## src/rtl/ordering_port_if.sv

```systemverilog
`default_nettype none
// ============================================================================
// Module      : ordering_port_if
// Description : Bundles the packed-beat host side and the per-city memory
//               side of the ordering port. The port itself is the slave;
//               the host/memory environment is the master.
// Revision    : 1.0 - initial release
// ============================================================================
interface ordering_port_if #(
  parameter int CITY_LOG = 5
);
  logic                ordering_write;
  logic [63:0]         ordering_wdata;
  logic                ordering_read;
  logic [63:0]         ordering_rdata;
  logic                ordering_ready;
  logic                ptr_clear;
  logic                mem_we;
  logic                mem_re;
  logic [CITY_LOG-1:0] mem_addr;
  logic [7:0]          mem_wdata;
  logic [7:0]          mem_rdata;
  logic                overflow;

  modport slave (
    input  ordering_write, ordering_wdata, ordering_read, ptr_clear, mem_rdata,
    output ordering_rdata, ordering_ready, mem_we, mem_re, mem_addr, mem_wdata,
           overflow
  );

  modport master (
    output ordering_write, ordering_wdata, ordering_read, ptr_clear, mem_rdata,
    input  ordering_rdata, ordering_ready, mem_we, mem_re, mem_addr, mem_wdata,
           overflow
  );
endinterface
`default_nettype wire

```

## src/rtl/ordering_port.sv

```systemverilog
`default_nettype none
// ============================================================================
// Module      : ordering_port
// Description : Unpacks 64-bit ordering beats (8 cities x 8 bit) into eight
//               sequential memory writes, and gathers eight sequential memory
//               reads into a held 64-bit beat. One pending request slot.
// Revision    : 1.0 - initial release
// ============================================================================
module ordering_port #(
  parameter int CITY_NUM = 32,
  parameter int CITY_LOG = 5
) (
  input  logic           clk,
  input  logic           reset,
  ordering_port_if.slave bus
);

  typedef enum logic [1:0] {
    IDLE    = 2'd0,
    WR      = 2'd1,
    RD      = 2'd2,
    RD_TAIL = 2'd3
  } state_t;

  localparam logic [CITY_LOG:0] C_CITY_NUM = (CITY_LOG+1)'(CITY_NUM);
  localparam logic [CITY_LOG:0] C_BEAT     = (CITY_LOG+1)'(8);

  state_t              r_state, w_state_nxt;
  logic [2:0]          r_idx, w_idx_nxt;
  logic [CITY_LOG-1:0] r_wr_ptr, r_rd_ptr;
  logic [63:0]         r_wbeat, r_rdata, r_pend_data;
  logic                r_pend_valid, r_pend_rd, r_clr_pend, r_ready, r_overflow;

  logic                w_busy, w_last, w_can_start;
  logic                w_start, w_start_rd;
  logic [63:0]         w_start_data, w_pend_data_nxt;
  logic                w_pend_valid_nxt, w_pend_rd_nxt, w_drop;
  logic [2:0]          w_cap_idx;

  // Pointers advance one beat and wrap to 0 on reaching CITY_NUM.
  function automatic logic [CITY_LOG-1:0] bump(input logic [CITY_LOG-1:0] p);
    logic [CITY_LOG:0] s;
    s = {1'b0, p} + C_BEAT;
    return (s >= C_CITY_NUM) ? '0 : s[CITY_LOG-1:0];
  endfunction

  assign w_busy      = (r_state != IDLE);
  // Last cycle of an operation: a queued or fresh request may start next.
  assign w_last      = ((r_state == WR) && (r_idx == 3'd7)) || (r_state == RD_TAIL);
  assign w_can_start = !w_busy || w_last;
  // Read data lags the strobe by one cycle, so capture trails idx by one.
  assign w_cap_idx   = (r_state == RD_TAIL) ? 3'd7 : (r_idx - 3'd1);

  assign bus.mem_we         = (r_state == WR);
  assign bus.mem_re         = (r_state == RD);
  assign bus.mem_addr       = (r_state == WR) ? (r_wr_ptr + CITY_LOG'(r_idx)) :
                              (r_state == RD) ? (r_rd_ptr + CITY_LOG'(r_idx)) : '0;
  assign bus.mem_wdata      = (r_state == WR) ? r_wbeat[{r_idx, 3'b000} +: 8] : 8'd0;
  assign bus.ordering_rdata = r_rdata;
  assign bus.ordering_ready = r_ready;
  assign bus.overflow       = r_overflow;

  // FSM state register.
  always_ff @(posedge clk or posedge reset) begin
    if (reset) begin
      r_state <= IDLE;
      r_idx   <= 3'd0;
    end else begin
      r_state <= w_state_nxt;
      r_idx   <= w_idx_nxt;
    end
  end

  // Next-state, start selection and pending-slot bookkeeping.
  always_comb begin
    w_state_nxt      = r_state;
    w_idx_nxt        = r_idx;
    w_start          = 1'b0;
    w_start_rd       = 1'b0;
    w_start_data     = bus.ordering_wdata;
    w_pend_valid_nxt = r_pend_valid;
    w_pend_rd_nxt    = r_pend_rd;
    w_pend_data_nxt  = r_pend_data;
    w_drop           = 1'b0;

    // Pending request has priority, then write, then read.
    if (r_pend_valid) begin
      w_start      = 1'b1;
      w_start_rd   = r_pend_rd;
      w_start_data = r_pend_data;
    end else if (bus.ordering_write) begin
      w_start = 1'b1;
    end else if (bus.ordering_read) begin
      w_start    = 1'b1;
      w_start_rd = 1'b1;
    end

    // Slot is refilled by the first request not started; any further is lost.
    if (w_can_start && !r_pend_valid) begin
      w_pend_valid_nxt = bus.ordering_write && bus.ordering_read;
      w_pend_rd_nxt    = 1'b1;
    end else if (w_can_start || !r_pend_valid) begin
      w_pend_valid_nxt = bus.ordering_write || bus.ordering_read;
      w_pend_rd_nxt    = !bus.ordering_write;
      w_pend_data_nxt  = bus.ordering_wdata;
      w_drop           = bus.ordering_write && bus.ordering_read;
    end else begin
      w_drop = bus.ordering_write || bus.ordering_read;
    end

    if (w_can_start) begin
      w_idx_nxt   = 3'd0;
      w_state_nxt = !w_start ? IDLE : (w_start_rd ? RD : WR);
    end else begin
      w_idx_nxt = r_idx + 3'd1;
      if ((r_state == RD) && (r_idx == 3'd7)) begin
        w_state_nxt = RD_TAIL;
      end
    end
  end

  // Datapath: beat latches, capture, pointers, flags.
  always_ff @(posedge clk or posedge reset) begin
    if (reset) begin
      r_wr_ptr     <= '0;
      r_rd_ptr     <= '0;
      r_wbeat      <= '0;
      r_rdata      <= '0;
      r_pend_data  <= '0;
      r_pend_valid <= 1'b0;
      r_pend_rd    <= 1'b0;
      r_clr_pend   <= 1'b0;
      r_ready      <= 1'b1;
      r_overflow   <= 1'b0;
    end else begin
      r_pend_valid <= w_pend_valid_nxt;
      r_pend_rd    <= w_pend_rd_nxt;
      r_pend_data  <= w_pend_data_nxt;
      r_ready      <= (w_state_nxt == IDLE);

      if (w_can_start && w_start && !w_start_rd) begin
        r_wbeat <= w_start_data;
      end

      if (((r_state == RD) && (r_idx != 3'd0)) || (r_state == RD_TAIL)) begin
        r_rdata[{w_cap_idx, 3'b000} +: 8] <= bus.mem_rdata;
      end

      // A clear during an operation is deferred so its addresses stay intact.
      if (w_last) begin
        r_clr_pend <= 1'b0;
        if (bus.ptr_clear || r_clr_pend) begin
          r_wr_ptr <= '0;
          r_rd_ptr <= '0;
        end else if (r_state == WR) begin
          r_wr_ptr <= bump(r_wr_ptr);
        end else begin
          r_rd_ptr <= bump(r_rd_ptr);
        end
      end else if (!w_busy) begin
        if (bus.ptr_clear) begin
          r_wr_ptr <= '0;
          r_rd_ptr <= '0;
        end
      end else if (bus.ptr_clear) begin
        r_clr_pend <= 1'b1;
      end

      // A lost request outranks a simultaneous clear.
      if (w_drop) begin
        r_overflow <= 1'b1;
      end else if (bus.ptr_clear) begin
        r_overflow <= 1'b0;
      end
    end
  end

endmodule
`default_nettype wire

```

## src/flat_wrapper.sv

```systemverilog
// flat-port wrapper written by rule: the top's interface ports become plain ports
module ordering_port_flat 
#(
  parameter int CITY_NUM = 32,
  parameter int CITY_LOG = 5
)
  (clk, reset, bus_ordering_write, bus_ordering_wdata, bus_ordering_read, bus_ptr_clear, bus_mem_rdata, bus_ordering_rdata, bus_ordering_ready, bus_mem_we, bus_mem_re, bus_mem_addr, bus_mem_wdata, bus_overflow);
  ordering_port_if #(.CITY_LOG(CITY_LOG)) bus_i ();
  input  logic clk;
  input  logic reset;
  input wire logic [$bits(bus_i.ordering_write)-1:0] bus_ordering_write;
  input wire logic [$bits(bus_i.ordering_wdata)-1:0] bus_ordering_wdata;
  input wire logic [$bits(bus_i.ordering_read)-1:0] bus_ordering_read;
  input wire logic [$bits(bus_i.ptr_clear)-1:0] bus_ptr_clear;
  input wire logic [$bits(bus_i.mem_rdata)-1:0] bus_mem_rdata;
  output wire logic [$bits(bus_i.ordering_rdata)-1:0] bus_ordering_rdata;
  output wire logic [$bits(bus_i.ordering_ready)-1:0] bus_ordering_ready;
  output wire logic [$bits(bus_i.mem_we)-1:0] bus_mem_we;
  output wire logic [$bits(bus_i.mem_re)-1:0] bus_mem_re;
  output wire logic [$bits(bus_i.mem_addr)-1:0] bus_mem_addr;
  output wire logic [$bits(bus_i.mem_wdata)-1:0] bus_mem_wdata;
  output wire logic [$bits(bus_i.overflow)-1:0] bus_overflow;
  assign bus_i.ordering_write = bus_ordering_write;
  assign bus_i.ordering_wdata = bus_ordering_wdata;
  assign bus_i.ordering_read = bus_ordering_read;
  assign bus_i.ptr_clear = bus_ptr_clear;
  assign bus_i.mem_rdata = bus_mem_rdata;
  assign bus_ordering_rdata = bus_i.ordering_rdata;
  assign bus_ordering_ready = bus_i.ordering_ready;
  assign bus_mem_we = bus_i.mem_we;
  assign bus_mem_re = bus_i.mem_re;
  assign bus_mem_addr = bus_i.mem_addr;
  assign bus_mem_wdata = bus_i.mem_wdata;
  assign bus_overflow = bus_i.overflow;
  ordering_port #(.CITY_NUM(CITY_NUM), .CITY_LOG(CITY_LOG)) u_core (.clk(clk), .reset(reset), .bus(bus_i));
endmodule
```

## config.mk

```make
export PLATFORM = sky130hd
export DESIGN_NAME = ordering_port_flat
export DESIGN_NICKNAME = d
export VERILOG_FILES = /design/src/rtl/ordering_port_if.sv /design/src/rtl/ordering_port.sv /design/src/flat_wrapper.sv
export SDC_FILE = /design/constraint.sdc
export NUM_CORES = 1
export LEC_CHECK = 0
export BUFFER_PORTS_ARGS = -buffer_cell sky130_fd_sc_hd__buf_4
export CORE_MARGIN = 3
export CORE_UTILIZATION = 55
export CTS_CLUSTER_SIZE = 40
export DETAILED_ROUTE_END_ITERATION = 6
export PLACE_DENSITY = 0.78
export SETUP_SLACK_MARGIN = 0.4
export SLEW_MARGIN = 0
export SYNTH_ARGS = -nofsm -noshare
export SYNTH_HDL_FRONTEND = slang
export SYNTH_SLANG_ARGS = --single-unit
```

## constraint.sdc

```tcl
create_clock -name clk -period 8.9 [get_ports clk]
set_input_delay 1.78 -clock clk [delete_from_list [all_inputs] [get_ports clk]]
set_output_delay 1.78 -clock clk [all_outputs]
set_load 0.02 [all_outputs]
```

==> flow_metrics.tcl <==
set metrics [dict create \
    firstDrtPassIters 5 \
    whs_path_depth 2 \
    yosysSeqAreaShare 0.545 \
    final.setup.tns_ns 0 \
    cpPeakStageDelay_ns 1.05 \
    min_to "u_core.r_wbeat[28]$_DFFE_PP0P_" \
    fmax_mhz 227 \
    clk_pin_slew_ns 0.06 \
    worst_pin_slew_ns 1.09 \
    path_delay_family "flip-flops" \
    drive_gt1_frac 0.411 \
    clk_latency_ns 0.50 \
    cp.required_ns 7.12 \
    crit_path_start_kind "flip-flop" \
    synthesis.area_mm2 0.00947 \
    period_minus_slack_ns 4.40 \
    reg2reg_to "u_core.r_pend_data[55]$_DFFE_PP0P_" \
    core_mm2 0.0167 \
    crit_fanout 20 \
    start_util 0.567 \
    synth_nets 803 \
    avgViaCountPerCell 5.63 \
    track_usage 0.234 \
    synth.avg_cell_area_um2 13.2 \
    hold_violations 0 \
    holdCritStartpoint "u_core.r_wbeat[28]$_DFFE_PP0P_" \
    ys_ff_latch 206 \
    antenna_found_initial 0 \
    finalInstanceArea_mm2 0.0115 \
    grt_start_max_net_pins 131 \
    grt_pass1_vias 6619 \
    num_rows 47 \
    final_common_cell "dfrtp_1" \
    powerDensity_mw_per_mm2 415 \
    wl_um 21600 \
    die_w_um 137 \
    syn_inst 716 \
    port_buffers 157 \
    cts.sinks 206 \
    design.die.area_mm2 0.0188 \
    ir_drop_mv 0.230 \
    maxCapViolations 0 \
    power.leakage_nw 5.72 \
    num-fill-cells 1179 \
    path_cells "mux4_2 > mux2i_1 > nor2_1 > buf_4" \
    setup_viol 0 \
    diodes 0 \
    finish.net_count 946 \
    drc 0 \
    path_class "reg2out" \
    fin_util 0.690 \
    cts_made_buffers 22 \
    cts_tree "yes" \
    cts-root-buf "clkbuf_16" \
    reg2reg_slack_ns 4.75 \
    overflow 0 \
    gp_congestion 0.804 \
    r2r-start "u_core.r_idx[0]$_DFF_PP0_" \
    hold_buffers 0 \
    relSlewSlack 0.273 \
    crit_buf_inv 1 \
    reg2reg_depth 7 \
    drv_slew 0 \
    clockBufferDepth 3 \
    outcome "complete, no violations" \
    synth_cell_type_count 48 \
    cts.repair.resized 0 \
    hpwlAfterDp_um 15100 \
    grt_pass1_wl_um 34800 \
    cts_max_level 1 \
    yosysWarningCount 0 \
    period_share 0.495 \
    crit_arrival_ns 2.62 \
    placed_area_mm2 0.0107 \
    hp-class "reg2reg" \
    final_cell_mix "dfrtp_1 (204), buf_4 (161), mux2_2 (76)" \
    drt_iter0_markers 488 \
    io_pins 158 \
    area_growth_pct 21.8 \
    clock_skew_ns 0.0143 \
    die_y_um 137 \
    rsz0062_at_grt "false" \
    critPathSlowestCell "dfrtp_1" \
    post_cts_buffers 0 \
    antenna_left 0 \
    wire_per_inst_um 19.7 \
    via_count 6164 \
    cp-end-kind "output pin" \
]
worst reg2reg max path, stage by stage, from the launching register on:
cell	delay, ns
dfrtp_1	0.76
ha_1	0.42
ha_1	0.21
nand2b_1	0.28
o21a_2	0.32
xnor2_4	0.85
buf_4	0.74
mux2_2	0.45
how the worst max path moves through the flow:
stage | start | to | slack (ns) | cells after the start
2_1_floorplan | reset | u_core.bus.ordering_rdata[0]$_DFFE_PP0P_ | 1.50 | 1
4_1_cts | u_core.r_idx[0]$_DFF_PP0_ | bus_mem_wdata[7] | 4.40 | 4
3_5_place_dp | u_core.r_idx[0]$_DFF_PP0_ | u_core.r_pend_data[55]$_DFFE_PP0P_ | 4.71 | 7
3_3_place_gp | u_core.r_idx[0]$_DFF_PP0_ | u_core.r_pend_data[50]$_DFFE_PP0P_ | 4.90 | 7
5_1_grt | u_core.r_idx[0]$_DFF_PP0_ | bus_mem_wdata[1] | 4.24 | 4
6_report | u_core.r_idx[0]$_DFF_PP0_ | bus_mem_wdata[2] | 4.50 | 4
state kept, by name, indices dropped and copies added, names as in the netlist, 2 cells and up:
signal                     cells
u_core.r_idx                   3
u_core.r_rd_ptr                2
u_core.r_state                 2
u_core.r_wr_ptr                2
u_core.r_wbeat                64
u_core.bus.ordering_rdata     64
u_core.r_pend_data            64
final cells by class:
| class | count | area [um2] | area share |
|---|---|---|---|
| clock buffer | 29 | 648 | 0.0562 |
| clock inverter | 11 | 135 | 0.0117 |
| inverter | 18 | 77.6 | 0.00673 |
| multi-input combinational | 450 | 4020 | 0.349 |
| sequential | 206 | 5160 | 0.448 |
| tap | 220 | 275 | 0.0239 |
| timing repair buffer | 161 | 1210 | 0.105 |
metal layers:
metal	global-route usage	wire length [um]
met3	0.0482	1530
met1	0.312	8860
met2	0.397	10900
met5	0	0
met4	0.0593	317
report_power, final:
part	total, W	switching [W]	internal [W]
clock	0.000963	0.000364	0.000599
combinational	0.00208	0.000997	0.00108
sequential	0.00174	0.000351	0.00139
stage by stage:
stage               hold WS [ns]  setup slack, ns  cells  total power [W]
finish                     0.479             4.50   1095          0.00478
global route               0.498             4.24   1095          0.00507
detailed placement         0.465             4.71   1055          0.00383
CTS                        0.478             4.40   1095          0.00482
global placement           0.457             4.90   1055          0.00372
floorplan                  0.445             1.50    716          0.00324
cell usage after synthesis (all sizes together):
library cell  count  area [um2]
buf              28         193
o2111ai           1        8.76
mux2i            73         731
mux2            125        1590
o21a              3        23.8
inv              18        70.1
nand2            70         263
xor2              1        8.76
a31oi             1        6.26
nand4             1        6.26
a22o              1        8.76
o22ai             2        12.5
conb              1        3.75
nor2             16        60.1
and3              1        6.26
nand4b            1        15.0
o21ai            75         375
a21bo             1        10.0
maj3              1        10.0
mux4             16         360
nor4              1        12.5
clkbuf           14        52.6
a21oi             9        45.0
or3               2        12.5
dfrtp           205        5130
or2               1        6.26
ha               10         125
dfstp             1        26.3
nor3b             4        51.3
xnor2             4        42.6
nand2b            2        12.5
nor3              4        25.0
and4bb            1        12.5
a21boi            3        22.5
and2              5        31.3
a221o             2        20.0
nand3            12        75.1
kinds of logic after synthesis:
kind of cell / synth area share
buf+inv: 0.0333
compound gates: 0.0563
other cells: 0.000396
flops: 0.545
xor+xnor: 0.00542
simple gates: 0.0623
mux: 0.283
fa+ha+maj: 0.0143
No activity file was read; power rests on OpenSTA's default activity.
